File: src/rtl/types.sv
// Shared types for the instruction fetch buffer: fetch FSM states and fetch step.
package types;

   // Fetch sequencer states.
   //   ST_IDLE    : no request on the ROM bus (buffer full or just out of reset)
   //   ST_REQ     : request held on the ROM bus, response is pushed on ack
   //   ST_DISCARD : request held after a redirect, its response is dropped on ack
   typedef enum logic [1:0] {
      ST_IDLE    = 2'd0,
      ST_REQ     = 2'd1,
      ST_DISCARD = 2'd2
   } fetch_state_e;

   // Instructions are one word wide, so sequential fetch advances by 4 bytes.
   localparam int unsigned INST_BYTES = 4;

endpackage

File: src/rtl/sync_fifo.sv
// Synchronous FIFO with a synchronous flush. The head entry is read straight
// from storage, so a pushed entry becomes visible one cycle after the push.
module sync_fifo #(
   parameter int WIDTH = 8,
   parameter int DEPTH = 4
) (
   input  logic                     clk,
   input  logic                     rst_n,
   input  logic                     flush,
   input  logic                     push,
   input  logic [WIDTH-1:0]         push_data,
   input  logic                     pop,
   output logic [WIDTH-1:0]         pop_data,
   output logic [$clog2(DEPTH):0]   count,
   output logic                     full,
   output logic                     empty
);

   localparam int PTR_W = $clog2(DEPTH);
   localparam int CNT_W = PTR_W + 1;
   localparam logic [CNT_W-1:0] DEPTH_CNT = CNT_W'(DEPTH);

   logic [WIDTH-1:0] mem_q [DEPTH];
   logic [PTR_W-1:0] wr_ptr_q, wr_ptr_d;
   logic [PTR_W-1:0] rd_ptr_q, rd_ptr_d;
   logic [CNT_W-1:0] count_q, count_d;
   logic             do_push;
   logic             do_pop;

   assign full     = (count_q == DEPTH_CNT);
   assign empty    = (count_q == '0);
   assign count    = count_q;
   assign pop_data = mem_q[rd_ptr_q];

   // Flush wins over push and pop; overflow and underflow requests are ignored.
   assign do_push  = push && !full  && !flush;
   assign do_pop   = pop  && !empty && !flush;

   // Next pointer and occupancy values.
   always_comb begin
      wr_ptr_d = wr_ptr_q;
      rd_ptr_d = rd_ptr_q;
      count_d  = count_q;
      if (flush) begin
         wr_ptr_d = '0;
         rd_ptr_d = '0;
         count_d  = '0;
      end else begin
         if (do_push) wr_ptr_d = wr_ptr_q + PTR_W'(1);
         if (do_pop)  rd_ptr_d = rd_ptr_q + PTR_W'(1);
         count_d = count_q + CNT_W'(do_push) - CNT_W'(do_pop);
      end
   end

   // Pointer and occupancy registers.
   always_ff @(posedge clk or negedge rst_n) begin
      if (!rst_n) begin
         wr_ptr_q <= '0;
         rd_ptr_q <= '0;
         count_q  <= '0;
      end else begin
         wr_ptr_q <= wr_ptr_d;
         rd_ptr_q <= rd_ptr_d;
         count_q  <= count_d;
      end
   end

   // Entry storage; contents are qualified by count so it needs no reset.
   always_ff @(posedge clk) begin
      if (do_push) mem_q[wr_ptr_q] <= push_data;
   end

endmodule

File: src/rtl/fetch_buffer.sv
// Instruction fetch buffer: keeps at most one request in flight to the program
// ROM, queues {PC, instruction} pairs and flushes/restarts on a redirect.
module fetch_buffer
   import types::*;
#(
   parameter int                         DATA_IBUS_WIDTH = 32,
   parameter int                         ADDR_IBUS_WIDTH = 32,
   parameter int                         DEPTH           = 4,
   parameter logic [ADDR_IBUS_WIDTH-1:0] RESET_PC        = '0
) (
   input  logic                       i_Clock,
   input  logic                       i_Reset,
   output logic                       o_RomReq,
   output logic [ADDR_IBUS_WIDTH-1:0] o_RomAddr,
   input  logic                       i_RomAck,
   input  logic [DATA_IBUS_WIDTH-1:0] i_RomData,
   output logic                       o_InstValid,
   output logic [DATA_IBUS_WIDTH-1:0] o_Inst,
   output logic [ADDR_IBUS_WIDTH-1:0] o_InstPC,
   input  logic                       i_InstReady,
   input  logic                       i_Redirect,
   input  logic [ADDR_IBUS_WIDTH-1:0] i_RedirectAddr
);

   localparam int CNT_W   = $clog2(DEPTH) + 1;
   localparam int ENTRY_W = ADDR_IBUS_WIDTH + DATA_IBUS_WIDTH;
   localparam logic [CNT_W-1:0] DEPTH_CNT = CNT_W'(DEPTH);

   fetch_state_e               state_q, state_d;
   logic [ADDR_IBUS_WIDTH-1:0] addr_q, addr_d;   // fetch PC, driven as the ROM address
   logic [ADDR_IBUS_WIDTH-1:0] pend_q, pend_d;   // redirect target waiting out a DISCARD

   logic                       fifo_push;
   logic                       fifo_pop;
   logic [ENTRY_W-1:0]         fifo_wdata;
   logic [ENTRY_W-1:0]         fifo_rdata;
   logic [CNT_W-1:0]           fifo_count;
   logic [CNT_W-1:0]           cnt_after;
   logic                       fifo_full;
   logic                       fifo_empty;

   // A redirect flushes the queue, so a same-cycle pop is moot and suppressed.
   assign fifo_pop   = !fifo_empty && i_InstReady && !i_Redirect;
   assign fifo_wdata = {addr_q, i_RomData};
   assign cnt_after  = fifo_count + CNT_W'(1) - CNT_W'(fifo_pop);

   // Fetch sequencer: next state, next fetch PC and queue push.
   always_comb begin
      state_d   = state_q;
      addr_d    = addr_q;
      pend_d    = pend_q;
      fifo_push = 1'b0;
      case (state_q)
         ST_IDLE: begin
            if (i_Redirect) begin
               state_d = ST_REQ;
               addr_d  = i_RedirectAddr;
            end else if (!fifo_full) begin
               state_d = ST_REQ;
            end
         end
         ST_REQ: begin
            if (i_Redirect) begin
               if (i_RomAck) begin
                  // Response arrives with the redirect: drop it, restart at once.
                  addr_d = i_RedirectAddr;
               end else begin
                  // Keep the request stable until the ROM answers it.
                  state_d = ST_DISCARD;
                  pend_d  = i_RedirectAddr;
               end
            end else if (i_RomAck) begin
               fifo_push = 1'b1;
               addr_d    = addr_q + ADDR_IBUS_WIDTH'(INST_BYTES);
               state_d   = (cnt_after < DEPTH_CNT) ? ST_REQ : ST_IDLE;
            end
         end
         ST_DISCARD: begin
            if (i_RomAck) begin
               state_d = ST_REQ;
               addr_d  = i_Redirect ? i_RedirectAddr : pend_q;
            end else if (i_Redirect) begin
               pend_d = i_RedirectAddr;
            end
         end
         default: state_d = ST_IDLE;
      endcase
   end

   // Sequencer state and address registers.
   always_ff @(posedge i_Clock or negedge i_Reset) begin
      if (!i_Reset) begin
         state_q <= ST_IDLE;
         addr_q  <= RESET_PC;
         pend_q  <= RESET_PC;
      end else begin
         state_q <= state_d;
         addr_q  <= addr_d;
         pend_q  <= pend_d;
      end
   end

   sync_fifo #(
      .WIDTH (ENTRY_W),
      .DEPTH (DEPTH)
   ) u_fifo (
      .clk       (i_Clock),
      .rst_n     (i_Reset),
      .flush     (i_Redirect),
      .push      (fifo_push),
      .push_data (fifo_wdata),
      .pop       (fifo_pop),
      .pop_data  (fifo_rdata),
      .count     (fifo_count),
      .full      (fifo_full),
      .empty     (fifo_empty)
   );

   assign o_RomReq    = (state_q != ST_IDLE);
   assign o_RomAddr   = addr_q;
   assign o_InstValid = !fifo_empty;

   // Head entry is forced to zero while the queue is empty (including reset).
   always_comb begin
      o_Inst   = '0;
      o_InstPC = '0;
      if (!fifo_empty) begin
         o_Inst   = fifo_rdata[DATA_IBUS_WIDTH-1:0];
         o_InstPC = fifo_rdata[ENTRY_W-1:DATA_IBUS_WIDTH];
      end
   end

endmodule
File: config.mk
export PLATFORM = sky130hd
export DESIGN_NAME = fetch_buffer
export DESIGN_NICKNAME = d
export VERILOG_FILES = /design/src/rtl/types.sv /design/src/rtl/sync_fifo.sv /design/src/rtl/fetch_buffer.sv
export SDC_FILE = /design/constraint.sdc
export NUM_CORES = 1
export LEC_CHECK = 0
export CORE_ASPECT_RATIO = 1.2
export CORE_MARGIN = 3
export CORE_UTILIZATION = 30
export CTS_CLUSTER_SIZE = 24
export DETAILED_ROUTE_END_ITERATION = 10
export SLEW_MARGIN = 10
export SYNTH_ARGS = -nofsm -noshare
export SYNTH_HDL_FRONTEND = slang
export SYNTH_SLANG_ARGS = --single-unit
File: constraint.sdc
create_clock -name i_Clock -period 3.18 [get_ports i_Clock]
set_input_delay 0.477 -clock i_Clock [delete_from_list [all_inputs] [get_ports i_Clock]]
set_output_delay 0.477 -clock i_Clock [all_outputs]
set_load 0.01 [all_outputs]
==> results of run 1 <==
-- critical path, cell delays in order (launching register included) --
cell             delay, ps
dfrtp_1                450
or3_2                  640
buf_12                 240
and2_1                 190
clkdlybuf4s50_1        480
-- final timing paths --
path	start	to	slack [ps]
max reg2reg	state_q[1]$_DFFE_PN0P_	u_fifo.mem_q[1][61]$_DFFE_PP_	570
min reg2reg	pend_q[8]$_DFFE_PN0P_	pend_q[8]$_DFFE_PN0P_	510
max in group asynchronous	i_Reset	u_fifo.rd_ptr_q[0]$_DFFE_PN0P_	2300
min in group i_Clock	pend_q[8]$_DFFE_PN0P_	pend_q[8]$_DFFE_PN0P_	510
max	u_fifo.count[1]$_DFF_PN0_	o_Inst[2]	150
min	i_Reset	o_RomAddr[8]$_DFFE_PN0P_	70
-- registers in the layout, summed over array words and instances (netlist names) --
| register | count |
|---|---|
| state_q | 2 |
| u_fifo.count | 3 |
| pend_q | 32 |
| u_fifo.mem_q | 256 |
| u_fifo.wr_ptr_q | 2 |
| o_RomAddr | 32 |
| u_fifo.rd_ptr_q | 2 |
-- cell families (layout without fill, tap and decap cells) --
family	count (synthesis)	in the layout	synth area share, %
AO/OA/AOI/OAI	137	137	6.66
adder cells (fa/ha/maj)	12	12	1.12
flip-flops	329	329	67.6
multiplexers	109	109	13.8
AND/OR/NAND/NOR	210	210	8.30
buffers and inverters	67	279	1.95
XOR/XNOR	8	8	0.498
-- per-layer routing --
metal | GRT usage, % | share of wire, % | wire length (um) | vias to the layer above
li1 | - | - | - | 3789
met1 | 18.1 | 43 | 15000 | 4224
met2 | 23.6 | 50 | 17400 | 225
met3 | 2.62 | 4.3 | 1500 | 55
met4 | 4.52 | 2.5 | 877 | 0
met5 | 0 | 0 | 0 | -
-- cell type report --
| cell class | instances | area (sq um) | share of cell area (%) |
|---|---|---|---|
| Timing Repair Buffer | 202 | 2100 | 11.8 |
| Clock buffer | 39 | 912 | 5.10 |
| Sequential cell | 329 | 9520 | 53.3 |
| Multi-Input combinational cell | 476 | 4300 | 24.0 |
| Tap cell | 616 | 771 | 4.31 |
| Clock inverter | 21 | 210 | 1.18 |
| Inverter | 17 | 63.8 | 0.357 |
-- cells in the final DEF (no fill, tap or decap), types with 8 or more instances in the layout --
master,netlist,final
a21oi_1,10,10
a22o_1,13,13
a22oi_1,11,11
and2_1,70,66
and3_1,8,8
buf_12,0,14
buf_4,1,23
clkbuf_16,0,36
clkdlybuf4s50_1,0,165
dfrtp_1,73,71
edfxtp_1,256,256
ha_1,11,11
inv_1,17,17
mux2_2,43,43
mux4_2,64,64
nand2_1,29,29
nand3_1,11,11
nor2_1,46,45
nor3_1,9,9
o21ai_0,52,52
-- power breakdown --
group          switching (mW)  internal [mW]  total, mW
logic                    2.68           2.90       5.59
clock network            1.68           2.32       4.00
registers               0.719           5.47       6.19
total                    5.08           10.7       15.8
-- through the flow --
| step | power [mW] | std cells | setup WS, ps | utilization (%) | cell area [sq um] |
|---|---|---|---|---|---|
| 2_1_floorplan | 9.17 | 872 | 434 | - | 14100 |
| 3_3_place_gp | 11.8 | 1638 | 476 | 36.3 | 16700 |
| 3_5_place_dp | 11.9 | 1638 | 374 | 36.3 | 16700 |
| 4_1_cts | 16.0 | 1700 | 89.0 | 38.7 | 17900 |
| 5_1_grt | 16.7 | 1700 | 26.0 | 38.7 | 17900 |
| 6_report | 15.8 | 1700 | 155 | 38.7 | 17900 |
==> flow_metrics.env, run 1 <==
export IMPL_syn_to_final_growth_pct=27.1
export IMPL_die_width_um=204
export IMPL_initialDrtViolationCount=635
export IMPL_drive_above_1_share_pct=20.2
export IMPL_drt_wl_total_um=34700
export IMPL_dieArea_sq_mm=0.0495
export IMPL_finalHoldViolations=0
export IMPL_cts_root_buf="clkbuf_16"
export IMPL_numCtsBuffers=35
export IMPL_async_flop_share_pct=22.2
export IMPL_report_final_slew_viol_count=0
export IMPL_hold_class="in -> async"
export IMPL_ctsHoldBuffers=0
export IMPL_yosysMostFrequentCell="edfxtp_1"
export IMPL_die_h_um=243
export IMPL_synth_distinct_cells=65
export IMPL_coreArea_sq_mm=0.0462
export IMPL_final_antenna_net_count=0
export IMPL_synthTopCellsByArea="edfxtp_1 (55%), dfrtp_1 (13%), mux4_2 (10%), mux2_2 (3.4%), and2_1 (3.1%)"
export IMPL_nFillCells=4218
export IMPL_rows=86
export IMPL_ys_warn_count=0
export IMPL_finalCritPeriodShare_pct=95.1
export IMPL_cts_resized=0
export IMPL_firstDrtPassIters=5
export IMPL_grt_pass1_wl_um=53300
export IMPL_syn_area_sq_mm=0.0141
export IMPL_period_needed_ps=3030
export IMPL_drcViolationCount=0
export IMPL_io_pins=167
export IMPL_cts_tree="done"
export IMPL_initial_core_util_pct=30.5
export IMPL_htreeDepth=2
export IMPL_ys_seq_area_share_pct=67.6
export IMPL_setup_tns_ps=0
export IMPL_syn_nets=953
export IMPL_synthTopCellsByCount="edfxtp_1 (256), dfrtp_1 (73), and2_1 (70)"
export IMPL_cp_max_fo=55
export IMPL_timing_worst_slew_pin_value_ps=1010
export IMPL_endpoint_kind="output port"
export IMPL_grt_overflow_total=0
export IMPL_reg2reg_depth=6
export IMPL_wl_per_cell_um=20.4
export IMPL_synth_flop_cell="edfxtp_1"
export IMPL_drv_cap=0
export IMPL_grt_use_total_pct=13.9
export IMPL_first_global_vias=8654
export IMPL_rsz0062_at_grt="false"
export IMPL_slew_headroom_pct=32.4
export IMPL_ir_drop_mv=0.360
export IMPL_clk_pin_slew_ps=60
export IMPL_critPathKind="reg -> out"
export IMPL_antenna_found_initial=0
export IMPL_vias_per_cell=4.88
export IMPL_avgSynthCellArea_sq_um=16.1
export IMPL_fin_worst_skew_ps=29.4
export IMPL_whs_ps=70.5
export IMPL_start_kind="register"
export IMPL_leakage_nw=6.05
export IMPL_num_antenna_cells=0
export IMPL_num_vias=8293
export IMPL_power_density_mw_per_mm2=882
export IMPL_grt_max_degree=74
export IMPL_synth_edf_count=256
export IMPL_post_cts_buffers=2
export IMPL_arrival_ps=2550
export IMPL_crit_required_ps=2700
export IMPL_insertion_delay_ps=530
export IMPL_port_buffers=166
export IMPL_synth_seq_cells=329
export IMPL_fmax_mhz=331
export IMPL_synth_cells=872
export IMPL_synth_top_area_share_pct=54.7
export IMPL_cts_path_max_buffers=3
export IMPL_final_nets=1142
export IMPL_status="finished clean"
export IMPL_setup_viol=0
export IMPL_clock_sinks=329
export IMPL_dp_hpwl_um=22900
export IMPL_gp_congestion=0.771
export IMPL_yosysTopAreaCell="edfxtp_1"
No activity file was read; power rests on OpenSTA's default activity.
==> inputs of run 2 (changes only) <==
--- a/config.mk
+++ b/config.mk
@@ -6,10 +6,10 @@
 export NUM_CORES = 1
 export LEC_CHECK = 0
 export CORE_ASPECT_RATIO = 1.2
-export CORE_MARGIN = 3
 export CORE_UTILIZATION = 30
 export CTS_CLUSTER_SIZE = 24
 export DETAILED_ROUTE_END_ITERATION = 10
+export DONT_BUFFER_PORTS = 1
 export SLEW_MARGIN = 10
 export SYNTH_ARGS = -nofsm -noshare
 export SYNTH_HDL_FRONTEND = slang
==> run 2 against run 1 <==
Critical path depth fell by 1; critical path type unchanged; non-clock buffer count fell by 170; clock power barely moved; count of clock-buffer cells in the layout fell by 1; cell count fell by 9.8%; global-route usage rose by 0.078 points; design area fell by 9.6%; largest power group unchanged; setup slack improved by 280 ps; routed wire length fell by 4.9%; maximum frequency rose by 10%; hold slack got worse by 30 ps.
==> flow_metrics.env, run 2 (synthesis gave the netlist of run 1 again) <==
export IMPL_status="finished clean"
export IMPL_r2r_setup_slack_ps=480
export IMPL_reg2reg_depth=6
export IMPL_crit_chain="buf_4 -> mux4_2 -> and2_1"
export IMPL_clk_pin_slew_ps=70
export IMPL_setup_tns_ps=0
export IMPL_final_antenna_net_count=0
export IMPL_regToRegEndpoint="o_RomAddr[30]$_DFFE_PN0P_"
export IMPL_rsz0062_at_grt="false"
export IMPL_hold_depth=0
export IMPL_fin_worst_skew_ps=23.4
export IMPL_grt_pass1_wl_um=50300
export IMPL_hold_class="in -> reg"
export IMPL_timing_worst_slew_pin_value_ps=684
export IMPL_io_pins=167
export IMPL_gp_congestion=0.769
export IMPL_period_needed_ps=2740
export IMPL_rows=86
export IMPL_drive_above_1_share_pct=23.9
export IMPL_num_vias=7778
export IMPL_leakage_nw=5.42
export IMPL_finalHoldViolations=0
export IMPL_drt_wl_total_um=33000
export IMPL_ir_drop_mv=0.422
export IMPL_cts_tree="done"
export IMPL_crit_required_ps=2700
export IMPL_largest_reg_flops=256
export IMPL_max_stage_delay_ps=640
export IMPL_vias_per_cell=5.07
export IMPL_antenna_found_initial=0
export IMPL_ctsHoldBuffers=3
export IMPL_report_final_slew_viol_count=0
export IMPL_finalPower_mw=14.3
export IMPL_die_h_um=239
export IMPL_cts_root_buf="clkbuf_16"
export IMPL_htreeDepth=2
export IMPL_crit_slowest_cell="dfrtp_4"
export IMPL_min_to="u_fifo.mem_q[3][1]$_DFFE_PP_"
export IMPL_drcViolationCount=0
export IMPL_power_frac_seq_pct=44.5
export IMPL_nFillCells=4400
export IMPL_insertion_delay_ps=530
export IMPL_layout_commonest_cell="edfxtp_1"
export IMPL_setup_viol=0
export IMPL_initialDrtViolationCount=612
export IMPL_switching_share_pct=33.9
export IMPL_drv_cap=0
export IMPL_firstDrtPassIters=6
export IMPL_finalCritPeriodShare_pct=86.2
export IMPL_arrival_ps=2260
export IMPL_num_antenna_cells=0
export IMPL_numCtsBuffers=35
export IMPL_grt_max_degree=74
export IMPL_internal_power_mw=9.48
export IMPL_wl_per_cell_um=21.6
export IMPL_grt_overflow_total=0
export IMPL_grt_use_total_pct=14.0
export IMPL_start_kind="register"
export IMPL_dieArea_sq_mm=0.0478
export IMPL_die_width_um=200
export IMPL_pwr_share_comb_pct=27.8
export IMPL_regMostFlops="u_fifo.mem_q"
export IMPL_min_delay_start="i_RomData[1]"
export IMPL_r2r_start="o_RomAddr[2]$_DFFE_PN0P_"
export IMPL_cts_path_max_buffers=3
export IMPL_post_cts_buffers=0
export IMPL_critPathKind="reg -> out"
export IMPL_cts_resized=0
export IMPL_first_global_vias=8095
export IMPL_dp_hpwl_um=21300
export IMPL_final_nets=972
export IMPL_slew_headroom_pct=54.3
export IMPL_endpoint_kind="output port"
export IMPL_power_switching_mw=4.87
export IMPL_cp_max_fo=15
export IMPL_clock_sinks=329
export IMPL_clkPwrFrac_pct=27.7
export IMPL_fmax_mhz=365
export IMPL_power_density_mw_per_mm2=888
export IMPL_port_buffers=0
export IMPL_initial_core_util_pct=30.5
export IMPL_coreArea_sq_mm=0.0461
export IMPL_syn_to_final_growth_pct=14.9
export IMPL_final_cell_mix="edfxtp_1 (256), dfrtp_1 (71), and2_1 (66)"
## run 2: final cells by class
class                   count  area, sq um  share of cell area (%)
well taps                 616          771                    4.77
multi-input cells         476         4300                    26.6
repair buffers             32          378                    2.34
clock inverters            25          219                    1.36
inverters                  17         63.8                   0.395
flip-flops and latches    329         9520                    58.9
clock buffers              38          908                    5.62
## run 2: worst max path at each step
stage	start	end	slack [ps]
final	u_fifo.rd_ptr_q[0]$_DFFE_PN0P_	o_Inst[26]	440
after global routing	u_fifo.rd_ptr_q[0]$_DFFE_PN0P_	o_Inst[26]	300
after CTS	u_fifo.rd_ptr_q[0]$_DFFE_PN0P_	o_Inst[26]	340
after detailed placement	o_RomAddr[2]$_DFFE_PN0P_	o_RomAddr[30]$_DFFE_PN0P_	550
after global placement	state_q[0]$_DFFE_PN0P_	o_RomAddr[12]$_DFFE_PN0P_	630
after floorplan	state_q[1]$_DFFE_PN0P_	u_fifo.mem_q[0][0]$_DFFE_PP_	430
## run 2: power by group through the flow
stage,Sequential [mW],Clock (mW),Combinational (mW)
detailed placement,6.49,0,4.01
finish,6.38,3.98,3.99
global placement,6.46,0,3.95
CTS,6.40,4.11,4.05
global route,6.50,4.27,4.43
floorplan,6.06,0,3.11
## run 2: critical path, delay by kind of cell (launching register included)
kind / cells / cell delay (ps)
flip-flops: 1 / 640
multiplexers: 1 / 540
buffers and inverters: 1 / 320
AND/OR/NAND/NOR: 1 / 220
## run 2: layer usage
metal | GRT usage (%) | wire [um] | vias up
met2 | 23.0 | 16200 | 239
met3 | 4.72 | 2760 | 60
met1 | 17.0 | 13300 | 4014
met4 | 5.00 | 862 | 0
li1 | - | - | 3465
met5 | 0 | 0 | -
## run 2: per-stage QoR
step	hold slack, ps	std cells	setup WS (ps)	cell area, sq um	util, %
after floorplan	181	872	434	14100	-
after global placement	186	1467	629	15000	32.5
after detailed placement	186	1467	552	15000	32.5
after CTS	0.286	1533	341	16200	35.1
after global routing	11.5	1533	301	16200	35.1
final	40.0	1533	438	16200	35.1
==> inputs of run 3 (changes only) <==
--- a/config.mk
+++ b/config.mk
@@ -10,6 +10,7 @@
 export CTS_CLUSTER_SIZE = 24
 export DETAILED_ROUTE_END_ITERATION = 10
 export DONT_BUFFER_PORTS = 1
+export SKIP_CTS_REPAIR_TIMING = 1
 export SLEW_MARGIN = 10
 export SYNTH_ARGS = -nofsm -noshare
 export SYNTH_HDL_FRONTEND = slang
==> run 3 against run 2 <==
Combinational power barely moved; cell count did not move; non-clock buffer count did not move; via count rose by 0.10%; critical endpoint unchanged; critical path depth did not move; flip-flop and latch count did not move; clock skew fell by 1.3 ps; die area did not move; highest routed layer unchanged.
==> flow_metrics.env, run 3 (synthesis gave the netlist of run 1 again) <==
export IMPL_clock_sinks=329
export IMPL_num_antenna_cells=0
export IMPL_initialDrtViolationCount=599
export IMPL_pwr_share_comb_pct=27.7
export IMPL_gp_congestion=0.769
export IMPL_dieArea_sq_mm=0.0478
export IMPL_arrival_ps=2270
export IMPL_setup_tns_ps=0
export IMPL_first_global_vias=8080
export IMPL_highest_layer="met4"
export IMPL_io_pins=167
export IMPL_dp_hpwl_um=21300
export IMPL_ir_drop_mv=0.420
export IMPL_wl_met3_um=2700
export IMPL_status="finished clean"
export IMPL_drive_above_1_share_pct=23.9
export IMPL_setup_viol=0
export IMPL_final_design_area_no_fill_sq_mm=0.0162
export IMPL_antenna_found_initial=0
export IMPL_die_width_um=200
export IMPL_crit_chain="buf_4 -> mux4_2 -> and2_1"
export IMPL_fmax_mhz=364
export IMPL_critPathKind="reg -> out"
export IMPL_cts_root_buf="clkbuf_16"
export IMPL_crit_required_ps=2700
export IMPL_crit_buf_inv=1
export IMPL_final_antenna_net_count=0
export IMPL_initial_core_util_pct=30.5
export IMPL_final_nets=972
export IMPL_regMostFlops="u_fifo.mem_q"
export IMPL_finalNonFillerCells=1533
export IMPL_drcViolationCount=0
export IMPL_rows=86
export IMPL_timing_worst_slew_pin_value_ps=685
export IMPL_slew_headroom_pct=54.2
export IMPL_port_buffers=0
export IMPL_drt_wl_total_um=32900
export IMPL_hold_depth=0
export IMPL_place_inst=1467
export IMPL_layout_commonest_cell="edfxtp_1"
export IMPL_finalPower_mw=14.4
export IMPL_wl_met2_um=16100
export IMPL_post_route_util_pct=35.1
export IMPL_rsz0062_at_grt="false"
export IMPL_insertion_delay_ps=530
export IMPL_finalHoldViolations=0
export IMPL_setup_slack_ps=435
export IMPL_nFillCells=4399
export IMPL_cp_max_fo=15
export IMPL_numCtsBuffers=35
export IMPL_grt_use_total_pct=13.9
export IMPL_drv_cap=0
export IMPL_internal_power_mw=9.48
export IMPL_wl_met1_um=13300
export IMPL_crit_slowest_cell="dfrtp_4"
export IMPL_final_cell_mix="edfxtp_1 (256), dfrtp_1 (71), and2_1 (66)"
export IMPL_whs_ps=39.9
export IMPL_cpLargestDelayFamily="flip-flops"
export IMPL_power_frac_seq_pct=44.5
export IMPL_cts_tree="done"
export IMPL_max_stage_delay_ps=640
export IMPL_hold_class="in -> reg"
export IMPL_die_h_um=239
export IMPL_leakage_nw=5.42
export IMPL_power_density_mw_per_mm2=888
export IMPL_largest_reg_flops=256
export IMPL_cp_depth=3
export IMPL_endpoint_kind="output port"
export IMPL_reg2reg_depth=8
export IMPL_syn_to_final_growth_pct=14.9
export IMPL_fin_worst_skew_ps=22.1
export IMPL_grt_overflow_total=0
export IMPL_period_needed_ps=2750
export IMPL_num_vias=7786
export IMPL_cts_path_max_buffers=3
export IMPL_power_switching_mw=4.87
export IMPL_coreArea_sq_mm=0.0461
export IMPL_postPlaceCellArea_sq_mm=0.0150
export IMPL_grt_max_degree=74
export IMPL_finalCritPeriodShare_pct=86.3
export IMPL_firstDrtPassIters=6
export IMPL_switching_share_pct=33.9
export IMPL_clk_pin_slew_ps=70
export IMPL_grt_pass1_wl_um=50100
export IMPL_htreeDepth=2
export IMPL_pre_cts_slack_ps=552
export IMPL_report_final_slew_viol_count=0
export IMPL_wl_per_cell_um=21.5
export IMPL_vias_per_cell=5.08
export IMPL_start_kind="register"
export IMPL_clkPwrFrac_pct=27.7
[run 3: cell counts in the layout (fill, tap and decap cells not counted)]
Identical to the previous run, type by type.
[run 3: layout make-up]
cell class	count	area (sq um)	area share [%]
clock inverter	25	219	1.36
sequential	329	9520	58.9
multi-input combinational	476	4300	26.6
tap	616	771	4.77
clock buffer	38	908	5.62
timing repair buffer	32	378	2.34
inverter	17	63.8	0.395
[run 3: worst register-to-register path, stage by stage (launching register included)]
cell     delay [ps]
dfrtp_1         380
inv_1            90
ha_1            420
o21ai_0         410
nand2_1         460
buf_4           330
a22oi_1         200
a21oi_1          90
o32a_1          170
[run 3: power by group through the flow]
stage	sequential [mW]	clock, mW	combinational, mW
finish	6.39	3.98	3.98
global route	6.50	4.27	4.42
CTS	6.40	4.11	4.03
detailed placement	6.49	0	4.01
global placement	6.46	0	3.95
floorplan	6.06	0	3.11
[run 3: routing by layer]
metal / track usage [%] / up-vias
li1: - / 3466
met1: 16.8 / 4016
met2: 23.0 / 241
met3: 4.77 / 63
met4: 4.95 / 0
met5: 0 / -
[run 3: path summary, 6_finish.rpt]
kind / startpoint / to / slack [ps]
setup / recovery: u_fifo.rd_ptr_q[0]$_DFFE_PN0P_ / o_Inst[26] / 430
hold / removal: i_RomData[1] / u_fifo.mem_q[3][1]$_DFFE_PP_ / 40
setup reg to reg: state_q[0]$_DFFE_PN0P_ / o_RomAddr[12]$_DFFE_PN0P_ / 530
hold reg to reg: pend_q[7]$_DFFE_PN0P_ / pend_q[7]$_DFFE_PN0P_ / 500
max in group asynchronous: i_Reset / u_fifo.rd_ptr_q[1]$_DFFE_PN0P_ / 2330
min in group asynchronous: i_Reset / pend_q[6]$_DFFE_PN0P_ / 480
